`src/rtl/soluzione.sv`:
```
// ============================================================================
// soluzione: two-digit ten's-complement BCD to 7-bit two's-complement binary.
// Rev 1.0 - initial release
// ============================================================================
`default_nettype none

module soluzione (
    input  logic       clock,
    input  logic       reset,
    input  logic [7:0] A10,
    output logic [6:0] A2,
    output logic       err
);

    logic [3:0] w_d1;
    logic [3:0] w_d0;
    logic       w_bad;
    logic [6:0] w_mag;
    logic [6:0] a2_d;
    logic       err_d;
    logic [6:0] a2_q;
    logic       err_q;

    assign w_d1  = A10[7:4];
    assign w_d0  = A10[3:0];
    assign w_bad = (w_d1 > 4'd9) || (w_d0 > 4'd9);

    // 10*d1 as 8*d1 + 2*d1; wraps only for non-BCD digits, which are masked below
    assign w_mag = {w_d1, 3'b000} + {2'b00, w_d1, 1'b0} + {3'b000, w_d0};

    // V - 100 is congruent to V + 28 modulo 128
    always_comb begin
        a2_d  = 7'd0;
        err_d = 1'b0;
        if (w_bad) begin
            err_d = 1'b1;
        end else if (w_d1 >= 4'd5) begin
            a2_d = w_mag + 7'd28;
        end else begin
            a2_d = w_mag;
        end
    end

    always_ff @(posedge clock or posedge reset) begin
        if (reset) begin
            a2_q  <= 7'd0;
            err_q <= 1'b0;
        end else begin
            a2_q  <= a2_d;
            err_q <= err_d;
        end
    end

    assign A2  = a2_q;
    assign err = err_q;

endmodule

`default_nettype wire

```
`config.mk`:
```
export PLATFORM = sky130hd
export DESIGN_NAME = soluzione
export DESIGN_NICKNAME = d
export VERILOG_FILES = /design/src/rtl/soluzione.sv
export SDC_FILE = /design/constraint.sdc
export NUM_CORES = 1
export LEC_CHECK = 0
export BUFFER_PORTS_ARGS = -buffer_cell sky130_fd_sc_hd__buf_4
export CAP_MARGIN = 20
export CORE_MARGIN = 10
export CORE_UTILIZATION = 44
export DETAILED_ROUTE_END_ITERATION = 7
export PLACE_DENSITY = 0.81
export SKIP_LAST_GASP = 1
export SLEW_MARGIN = 20
export SYNTH_ARGS = -nofsm -noshare
export SYNTH_HDL_FRONTEND = slang
export SYNTH_SLANG_ARGS = --single-unit
```
`constraint.sdc`:
```
create_clock -name clock -period 0.8 [get_ports clock]
set_input_delay 0.04 -clock clock [delete_from_list [all_inputs] [get_ports clock]]
set_output_delay 0.04 -clock clock [all_outputs]
set_load 0.1 [all_outputs]
```
# Yosys cells after proc, flatten, opt, wreduce, memory -nomap -nowiden
# Index checks and enable logic that the tools add are counted.
# totals
wordCells	12
register_bits	8
# classes
reduce_logical	1
n_addsub	3
muxes	3
n_lt_le_gt_ge	3
# ops
op	count
$mux W7	2
$gt A4 B4 Y1 const B	2
$add A7 B4 Y7	1
$add A7 B5 Y7	1
$add A7 B5 Y7 const B	1
$ge A4 B3 Y1 const B	1
$logic_or A1 B1 Y1	1
$mux W1	1

# Longest topological paths before layout
# depth
word_depth	5
depth_mapped	9

# Worst setup path after synthesis
# Ideal clock, no wire load.
# synth_path
path_kind	input-to-reg
from	input port A10[3]
to	register a2_q[6], in the netlist A2[6]
arrival_time_ns	2.120
setup_time_ns	0.125
path_stages	8
path_slack_ns	-1.445
cell_sequence	inv_1 -> fa_1 -> inv_1 -> fa_1 -> inv_1 -> ha_1 -> a2111o_1 -> mux2_4
# synth_between
elab_chain_cells	4
# synth_rtl
element	line	source
from (decl)	10	input logic [7:0] A10,
$add A7 B4 Y7	29	assign w_mag = {w_d1, 3'b000} + {2'b00, w_d1, 1'b0} + {3'b000, w_d0};
$add A7 B5 Y7	38	a2_d = w_mag + 7'd28;
$mux W7	37	end else if (w_d1 >= 4'd5) begin
$mux W7 (*)	35	if (w_bad) begin
via a2_d[6]	19	logic [6:0] a2_d;
to (signal assigned)	46	a2_q <= 7'd0;
to (signal assigned)	49	a2_q <= a2_d;
to (decl)	21	logic [6:0] a2_q;
# The timed path passes the listed nets; every way through them passes the cells marked *.

# Worst setup path in the final report
# Same ends and word-level chain as after synthesis.

==> results.txt <==
status -> complete, but fails checks
failing checks -> setup timing
minimum clock period -> 2.041 ns
Post-Syn Area -> 601.8 um2
Die Wd -> 56.99 um
routed wire length -> 1.770 mm
CP max stage delay -> 0.55 ns
cells along the critical path -> buf_8 -> inv_4 -> fa_1 -> inv_2 -> fa_2 -> inv_2 -> ha_4 -> a2111o_1 -> mux2_4
fin crit share -> 2.552
core area -> 0.001301 mm2
total CTS buffers -> 3
mean routed wirelength per cell -> 15.26 um
drt first pass iters -> 4
synthesis-stage register bit count -> 8
maximum buffer depth of the clock tree -> 2
Synth cell types -> 20
Synth Net Count -> 80
sequential fraction of the synthesis area -> 0.3326
RSZ-0062 raised after global routing -> true
largest net degree at the start of global routing -> 9
DRC Markers -> 0
Die Area -> 0.003247 mm2
Setup CP Type -> primary input to flop
clock root cell -> clkbuf_4
first-pass GRT wire length -> 2.980 mm
# rows -> 13
Via Count -> 595
# nets final -> 122
CTS clk-pin slew, worst paths -> 0.05 ns
Avg Cell Area, Syn -> 10.03 um2
gr usage total -> 0.1114
most common cell after layout, fill and taps aside -> buf_4
Final Setup Violations -> 13
Worst Tran Pin Value -> 0.2880 ns
Multi-input gate area -> 469.2 um2
fraction of layout cells with a size suffix above 1 -> 0.6535
slack of the critical path -> -1.241 ns
hold wc startpoint -> A10[0]
Max Cap Viol -> 0
grt total ovfl -> 0
IO buf count -> 17
Post-Place Worst Slack -> -1.551 ns
number of DRC markers in iteration 0 -> 10
Post-Place Cells -> 106
WP data arrival -> 2.17 ns
detailed placer's ending HPWL -> 1.379 mm
area grow syn2layout -> 87.53%
Vias per Instance -> 5.129
initial antenna violation count -> 0
Hold Worst Slack -> 0.03462 ns
Pwr Density -> 2021 mW/mm2
Cells after Synth -> 60
Antenna Nets Post-Route -> 0
number of I/O pins -> 18
CTS H-Tree Depth -> 1
Max Transition Viols Final -> 0
register area -> 209.0 um2
worst min path class -> primary input to flop
Critical Path End Type -> flop
TritonCTS clock tree -> done
Finished Layout Cells -> 116
Peak Freq -> 489.9 MHz
Die Ht -> 56.99 um
GPL Wtd Cong -> 0.7445
CP most frequent cell -> inv_2
final count of hold timing violations -> 0
vias in the first global route -> 661
largest fanout on the critical path -> 2
clk sinks -> 8
Worst setup SP type -> primary input
most frequent cells in the layout -> buf_4, buf_6, dfrtp_2
antenna fix cells -> 0
synth warn -> 0
CP startpoint -> A10[3]
initial cell density of the core -> 0.4625
number of fill cells -> 66
Lkg Pwr -> 0.5739 nW
slew margin rel. -> 0.8078
peak supply drop -> 0.9218 mV
slowest cell on the critical path -> fa_1
WP data required -> 0.93 ns
-- logic make-up after synthesis --
kind of cell,count (synthesis),share of synthesized area
buf+inv,10,0.06238
mux,1,0.02494
simple gates,14,0.1248
xor+xnor,4,0.08109
compound gates,13,0.1414
fa+ha+maj,10,0.2329
flops,8,0.3326
-- synthesized netlist by cell type (all sizes together) --
master | count | share of area
nand3 | 1 | 0.0083
xnor3 | 1 | 0.037
a2bb2oi | 1 | 0.015
xnor2 | 3 | 0.044
a21o | 1 | 0.012
a2111o | 1 | 0.019
o21a | 1 | 0.012
a21oi | 3 | 0.025
mux2 | 1 | 0.025
nor2 | 5 | 0.031
or3 | 1 | 0.010
fa | 2 | 0.067
dfrtp | 8 | 0.33
and2 | 2 | 0.023
o21ai | 5 | 0.042
inv | 10 | 0.062
ha | 8 | 0.17
and3 | 5 | 0.052
o311a | 1 | 0.017
-- what timing repair did --
action,in CTS,in global routing
pin swaps,7,5
hold endpoints to repair,8,0
buffers inserted,1,4
hold buffers,1,0
endpoints found under the setup margin,14,14
resized for setup,30,13
-- worst paths after layout --
check	end	cells past startpoint
max in group asynchronous	A2[0]$_DFF_PP0_	3
max	A2[6]$_DFF_PP0_	9
min in group asynchronous	err$_DFF_PP0_	3
min	A2[0]$_DFF_PP0_	2
-- layer usage --
layer	vias to the layer above	share of wire	global-route usage
met1	274	0.31	0.1055
li1	290	-	-
met5	-	0	0
met3	8	0.086	0.04646
met4	0	0.049	0.05369
met2	23	0.55	0.2016
-- worst max-delay path: cells and delay by family --
| family | cells | cell delay, ns |
|---|---|---|
| muxes | 1 | 0.30 |
| adders and majority gates | 3 | 1.25 |
| buffers and inverters | 4 | 0.22 |
| AOI/OAI and AO/OA | 1 | 0.37 |
-- where the power goes --
| part | switching (mW) | total (mW) | internal, mW | leakage (nW) |
|---|---|---|---|---|
| Clock | 0.141 | 0.332 | 0.191 | 0.0150 |
| Combinational | 0.802 | 1.44 | 0.641 | 0.465 |
| Sequential | 0.0369 | 0.506 | 0.469 | 0.0936 |
| Total | 0.980 | 2.28 | 1.30 | 0.574 |
-- sequential cells by signal (all words and copies together), names as in the netlist --
name  cells
err       1
A2        7
-- metrics by stage --
stage / power (mW) / setup TNS (ns) / util / cell area (um2)
final: 2.280 / -4.845 / 0.8673 / 1129
after global routing: 2.407 / -5.203 / 0.8673 / 1129
after CTS: 2.113 / -4.771 / 0.8000 / 1041
after detailed placement: 1.582 / -6.287 / 0.6702 / 872.1
after global placement: 1.538 / -5.676 / 0.6702 / 872.1
after floorplan: 1.240 / -4.431 / - / 620.6
-- layout make-up --
class / count / area share
Sequential cell: 8 / 0.1851
Inverter: 10 / 0.04213
Timing Repair Buffer: 37 / 0.3171
Multi-Input combinational cell: 42 / 0.4157
Tap cell: 15 / 0.01663
Clock buffer: 4 / 0.02328
Power figures use the tool's default switching activity.
